==> src/rtl/fifo_wr_cntrl.sv <==
// Packet router front end: decodes the header beat, forwards the packet to one of
// NUM_SW_INST FIFOs or discards it. Define FIFO_WR_DROP_CNT_EN to enable drop_cnt.
module fifo_wr_cntrl #(
    parameter int                 NUM_SW_INST = 5,
    parameter int                 W_WIDTH     = 8,
    parameter logic [W_WIDTH-1:0] BASE_ADDR   = 8'h10
) (
    input  logic                   clk,
    input  logic                   rst_n,
    input  logic [W_WIDTH-1:0]     data_in,
    input  logic                   valid_in,
    input  logic                   last_in,
    output logic                   ready_out,
    input  logic [NUM_SW_INST-1:0] full,
    output logic [NUM_SW_INST-1:0] wr_en,
    output logic [W_WIDTH-1:0]     wr_data,
    output logic                   wr_last,
    output logic [7:0]             drop_cnt
);

    localparam int                 SEL_W = (NUM_SW_INST > 1) ? $clog2(NUM_SW_INST) : 1;
    localparam logic [W_WIDTH-1:0] NUM_W = W_WIDTH'(NUM_SW_INST);

    typedef enum logic [1:0] {IDLE, FWD, DROP} state_t;

    state_t                 state, state_nxt;
    logic [SEL_W-1:0]       sel_ff, sel_cur;
    logic [W_WIDTH-1:0]     offset;
    logic                   in_range;
    logic                   rdy;
    logic                   fwd_beat;
    logic [NUM_SW_INST-1:0] wr_en_nxt;

    // Offset form of the range test avoids overflow of BASE_ADDR+NUM_SW_INST-1.
    assign offset    = data_in - BASE_ADDR;
    assign in_range  = (data_in >= BASE_ADDR) && (offset < NUM_W);
    assign sel_cur   = (state == IDLE) ? offset[SEL_W-1:0] : sel_ff;
    assign ready_out = rdy;

    always_comb begin
        state_nxt = state;
        rdy       = 1'b1;
        fwd_beat  = 1'b0;
        wr_en_nxt = '0;
        case (state)
            IDLE: begin
                if (valid_in) begin
                    if (in_range) begin
                        rdy = ~full[sel_cur];
                        if (rdy) begin
                            fwd_beat  = 1'b1;
                            state_nxt = last_in ? IDLE : FWD;
                        end
                    end else begin
                        state_nxt = last_in ? IDLE : DROP;
                    end
                end
            end
            FWD: begin
                rdy = ~full[sel_ff];
                if (valid_in && rdy) begin
                    fwd_beat = 1'b1;
                    if (last_in) state_nxt = IDLE;
                end
            end
            DROP: begin
                if (valid_in && last_in) state_nxt = IDLE;
            end
            default: state_nxt = IDLE;
        endcase
        if (fwd_beat) wr_en_nxt[sel_cur] = 1'b1;
    end

    always_ff @(posedge clk or negedge rst_n) begin
        if (!rst_n) begin
            state   <= IDLE;
            sel_ff  <= '0;
            wr_en   <= '0;
            wr_data <= '0;
            wr_last <= 1'b0;
        end else begin
            state <= state_nxt;
            wr_en <= wr_en_nxt;
            if (fwd_beat) begin
                wr_data <= data_in;
                wr_last <= last_in;
                if (state == IDLE) sel_ff <= sel_cur;
            end
        end
    end

`ifdef FIFO_WR_DROP_CNT_EN
    logic drop_hdr;

    // Out-of-range headers are always accepted, so a header seen is a packet dropped.
    assign drop_hdr = (state == IDLE) && valid_in && !in_range;

    always_ff @(posedge clk or negedge rst_n) begin
        if (!rst_n) begin
            drop_cnt <= '0;
        end else if (drop_hdr && (drop_cnt != 8'hFF)) begin
            drop_cnt <= drop_cnt + 8'd1;
        end
    end
`else
    assign drop_cnt = '0;
`endif

endmodule

==> config.mk <==
export PLATFORM = sky130hd
export DESIGN_NAME = fifo_wr_cntrl
export DESIGN_NICKNAME = d
export VERILOG_FILES = /design/src/rtl/fifo_wr_cntrl.sv
export SDC_FILE = /design/constraint.sdc
export NUM_CORES = 1
export LEC_CHECK = 0
export CAP_MARGIN = 10
export CORE_MARGIN = 1
export CORE_UTILIZATION = 40
export CTS_CLUSTER_SIZE = 40
export DETAILED_ROUTE_END_ITERATION = 8
export PLACE_DENSITY = 0.76
export SLEW_MARGIN = 20
export SYNTH_ARGS = -nofsm -noshare
export SYNTH_HDL_FRONTEND = slang
export SYNTH_SLANG_ARGS = --single-unit
==> constraint.sdc <==
create_clock -name clk -period 2.4 [get_ports clk]
set_input_delay 0.36 -clock clk [delete_from_list [all_inputs] [get_ports clk]]
set_output_delay 0.36 -clock clk [all_outputs]
set_load 0.01 [all_outputs]
After elaboration in Yosys (flattened, before gate mapping)
Index checks and enable logic that the tools add are counted.

word-level totals
  register bits after elaboration = 19
  input bits = 17
  output and inout bits = 23
  word-level logic and storage cells = 52

cells by class
  add/subtract/negate cells = 1
  order comparisons = 5
  equal/unequal tests = 7
  multiplexer cells = 25
  bitwise operators = 2
  reduce and logical (&&, ||, !) cells = 7

operators by type and width
  cell                                                                   number
  2-bit 2-to-1 mux                                                       7
  1-bit 2-to-1 mux                                                       10
  8-bit by 5-bit >= comparator with 1-bit output, second input constant  1
  3-bit by 4-bit < comparator with 1-bit output, second input constant   2
  8-bit by 3-bit < comparator with 1-bit output, second input constant   1
  2-bit != test, second input constant                                   4
  8-bit by 5-bit subtractor with 8-bit output, second input constant     1
  1-bit binary-select mux with 3-bit select                              2
  2-bit one-hot mux with 3 select lines                                  1
  5-bit 2-to-1 mux                                                       1
  5-bit AND reduction                                                    1
  1-bit logical AND                                                      4
  1-bit one-hot mux with 2 select lines                                  2
  1-bit demux with 3-bit select                                          1
  3-bit by 1-bit >= comparator with 1-bit output, second input constant  1
  3-bit 2-to-1 mux                                                       1
  3-bit != test, second input constant                                   1
  2-bit by 1-bit equality test with 1-bit output, second input constant  1
  2-bit equality test, second input constant                             1
  2-bit zero test                                                        1
  1-bit NOT                                                              2
  2-bit AND reduction                                                    1

Logic depth before layout (Yosys ltp)
  depth after elaboration = 9
  mapped depth = 8
  depth with buffers taken out = 6

Worst setup path before layout
No wires, ideal clock.

  kind = reg-to-reg
  start point = register state[0]
  end point = register wr_data[0]
  library setup time = 0.125 ns
  arrival time = 2.157 ns
  data required time = 2.275 ns
  path slack = 0.118 ns
  cell stages (with the launch flop) = 9
  buffers on the path = 2
  period minus slack after synthesis = 2.282 ns
  path through = dfrtp_1 -> buf_6 -> nor2_4 -> mux2i_2 -> o31ai_1 -> a21o_4 -> a21oi_4 -> buf_6 -> mux2_4

between the ends
  longest elaborated chain between the ends = 8
  elaborated cells between the ends (all ways) = 9
  those cells by class = 1 x eq/ne; 7 x mux; 1 x reduce/logical

ends and longest elaborated chain
  element                                    RTL line  RTL
  from (decl)                                26        state_t state, state_nxt;
  from (signal assigned)                     82        state <= state_nxt;
  2-bit zero test                            37, 45
  3-bit 2-to-1 mux                           37        assign sel_cur = (state == IDLE) ? offset[SEL_W-1:0] : sel_ff;
  1-bit binary-select mux with 3-bit select  49        rdy = ~full[sel_cur];
  1-bit 2-to-1 mux (not written as such)     49
  1-bit 2-to-1 mux                           50        if (rdy) begin
  1-bit 2-to-1 mux                           48        if (in_range) begin
  1-bit 2-to-1 mux                           47        if (valid_in) begin
  1-bit one-hot mux with 2 select lines *    45        case (state)
  to (signal assigned)                       85        wr_data <= data_in;
  to (decl)                                  16        output logic [W_WIDTH-1:0] wr_data,

Every way passes the cells marked *; elsewhere a longest branch is shown, timed or not. The select of a mux whose other input is x is not followed.
A chain may end at the register's enable or synchronous reset.

Worst setup path in the final report
  start point = register state[0]
  end point = output ready_out

between the ends
  longest elaborated chain between the ends = 8
  elaborated cells between the ends (all ways) = 9
  those cells by class = 1 x eq/ne; 6 x mux; 1 x bitwise; 1 x reduce/logical

ends and longest elaborated chain
  element                                    RTL line  RTL
  2-bit zero test                            37, 45
  3-bit 2-to-1 mux                           37
  1-bit binary-select mux with 3-bit select  49
  1-bit 2-to-1 mux (not written as such)     49
  1-bit NOT                                  49
  1-bit 2-to-1 mux                           48
  1-bit 2-to-1 mux                           47
  1-bit one-hot mux with 2 select lines *    45
  to (decl)                                  13        output logic ready_out,

Marks and branches as above.

==> results.txt <==
Min-Delay Path Class - in -> async
Final Hold Vio Count - 0
Syn Area/Cell - 11.3 sq um
Layout fillers - 212
ANT cells - 0
ranking of synthesized cells by area - dfrtp_1 43%, mux2_4 6.7%, buf_4 6.0%
share of cells above drive strength 1 - 32.7%
area post-placement - 0.00154 sq mm
critical path class - reg -> out
maximum VDD drop - 483 uV
CTS H-tree depth - 1
IO Count - 40
Die Y - 54.9 um
run status - finished clean
Worst Path Max Fanout - 4
sequential area share after synthesis - 42.5%
Synth top area share - 42.5%
clk_lat worst skew - 0.31 ns
Nets - 171
CP Data Required Time - 2.04 ns
Max Cap Viol - 0
DR pass1 iterations - 4
Final Power - 0.855 mW
DP HPWL - 1.99 mm
number of global-route vias before repair - 895
Sequential Area - 477 sq um
Synth cell types - 35
RSZ-0062 raised after global routing - yes
Leakage - 0.762 nW
Post-Syn Area - 0.00112 sq mm
reg2reg setup slack - 0.09 ns
Core ar. - 0.00257 sq mm
CP Launch Type - flip-flop
drt drc - 0
Clock Pin Slew Worst Setup and Hold Paths - 0.11 ns
Power Density - 524 mW/mm^2
Post-synth ARST share - 100%
post-route clock skew - 0.0132 ns
Initial Util - 43.6%
Final Wtd Congestion - 0.907
r2r worst-path depth - 9
reg-to-reg endpoint - wr_data[4]
cells after synthesis - 99
Tmin final - 2.34 ns
Longest Clk Path Bufs - 2
most common cell in the netlist - dfrtp_1
Post-Route WL - 2.78 mm
cell count after placement - 175
slowest stage cell on the critical path - or4_1
worst-path cell chain - or4_1 -> o31a_2 -> a211oi_4 -> a21oi_2 -> a21oi_2 -> buf_2
grt ovf - 0
cell accounting for the most synthesized area - dfrtp_1
global-route wire length before repair - 4.33 mm
initial antenna violation count - 0
count of final setup violators - 0
Root Driver - clkbuf_4
Die ar. - 0.00301 sq mm
Design Area, Final - 0.00163 sq mm
quantity of I/O buffers inserted on ports - 31
Die W - 54.9 um
maximum clock rate - 427 MHz
fin cells - 183
via/cell ratio - 5.09
Ys Warns - 0
Crit path largest cell delay - 0.47 ns
FP Rows - 18
number of flops mapped to enable cells by yosys - 0
number of synthesized register bits - 19
CP endpoint kind - primary output
Area Growth Syn to Fin - 46.0%
Final Cycle Share - 97.6%
detailed router's first-iteration violation count - 16
Inserted Clock Buffers - 3
pin count of the biggest net entering global routing - 20
commonest cells in the netlist - 19 x dfrtp_1, 9 x a21oi_1, 9 x buf_4
WP data arrival - 1.98 ns
Routed Antenna Nets - 0
GRT Overall Usage - 21.6%
CTS tree - built
multi-input logic area - 582 sq um
Clock Sinks - 19
vias - 931
most used cell, CP - a21oi_2
CTS Hold Bufs - 0
worst r2r src - state[1]
Avg WL per Cell - 15.2 um
max-slew violations - 0
Post-synth top flop - dfrtp_1
routing by layer:
metal	vias to the layer above	part of all wire [%]	track usage [%]
li1	454	-	-
met1	442	42	25.0
met2	33	52	39.0
met3	2	5.0	5.00
met4	0	0.68	6.41
met5	-	0	0
kinds of logic (layout without fill, tap and decap cells):
group | after synthesis | count (layout) | synth area share (%)
muxes | 17 | 17 | 18.5
and+or+nand+nor | 22 | 22 | 12.3
other | 1 | 8 | 0.335
buffers and inverters | 15 | 62 | 10.1
DFF | 19 | 19 | 42.5
AOI/OAI and AO/OA | 25 | 25 | 16.3
what timing repair did:
action	in CTS	in global routing
pin swaps	3	3
setup endpoints to repair	10	10
buffers inserted	1	3
cloned	0	0
resized for setup	6	6
how the worst max path moves through the flow:
| stage | from | end | slack, ns | cells past startpoint |
|---|---|---|---|---|
| finish | state[0] | ready_out | 0.06 | 6 |
| global placement | data_in[1] | ready_out | -0.45 | 7 |
| CTS | state[0] | wr_data[4] | 0.02 | 9 |
| detailed placement | data_in[1] | ready_out | -0.50 | 8 |
| floorplan | state[0] | wr_data[0] | 0.12 | 8 |
| global route | state[1] | ready_out | -0.06 | 7 |
per-stage QoR:
stage	setup WS (ns)	TNS (ns)	hold WS [ns]	utilization, %
after floorplan	0.118	0	0.0644	-
after global placement	-0.449	-2.83	0.490	60.0
after detailed placement	-0.502	-3.96	0.493	60.0
after CTS	0.0222	0	0.384	61.8
after global routing	-0.0597	-0.0597	0.399	63.6
final	0.0568	0	0.378	63.6
layout make-up:
class | count | share of cell area (%)
Clock buffer | 4 | 1.61
Timing Repair Buffer | 55 | 30.6
Sequential cell | 19 | 29.2
Tap cell | 30 | 2.30
Inverter | 3 | 0.690
Multi-Input combinational cell | 72 | 35.6
cells in the final DEF (no fill, tap or decap), types with 3 or more instances in the layout:
cell / netlist / final
buf_4: 9 / 23
nand2_1: 5 / 5
o21ai_0: 4 / 4
a21oi_1: 9 / 7
nor3_1: 4 / 4
conb_1: 1 / 8
inv_1: 3 / 3
dfrtp_1: 19 / 18
mux2i_1: 5 / 4
clkdlybuf4s50_1: 0 / 28
clkbuf_4: 0 / 3
mux2_4: 5 / 5
mux2_2: 6 / 6
where the power goes:
part | switching (mW) | total (mW) | internal [mW]
logic | 0.132 | 0.315 | 0.182
clock network | 0.100 | 0.165 | 0.0649
registers | 0.0251 | 0.375 | 0.350
registers in the layout, summed over array words and instances (netlist names):
name and flops:
wr_data 8, wr_en 5, sel_ff 3, state 2, wr_last 1
critical path, delay by kind of cell, from the launching register on:
family	cells	cell delay [ns]
simple gates	1	0.47
compound gates	4	0.62
buf+inv	1	0.14
flops	1	0.45
Note: power is estimated with default switching activity, not from simulation.
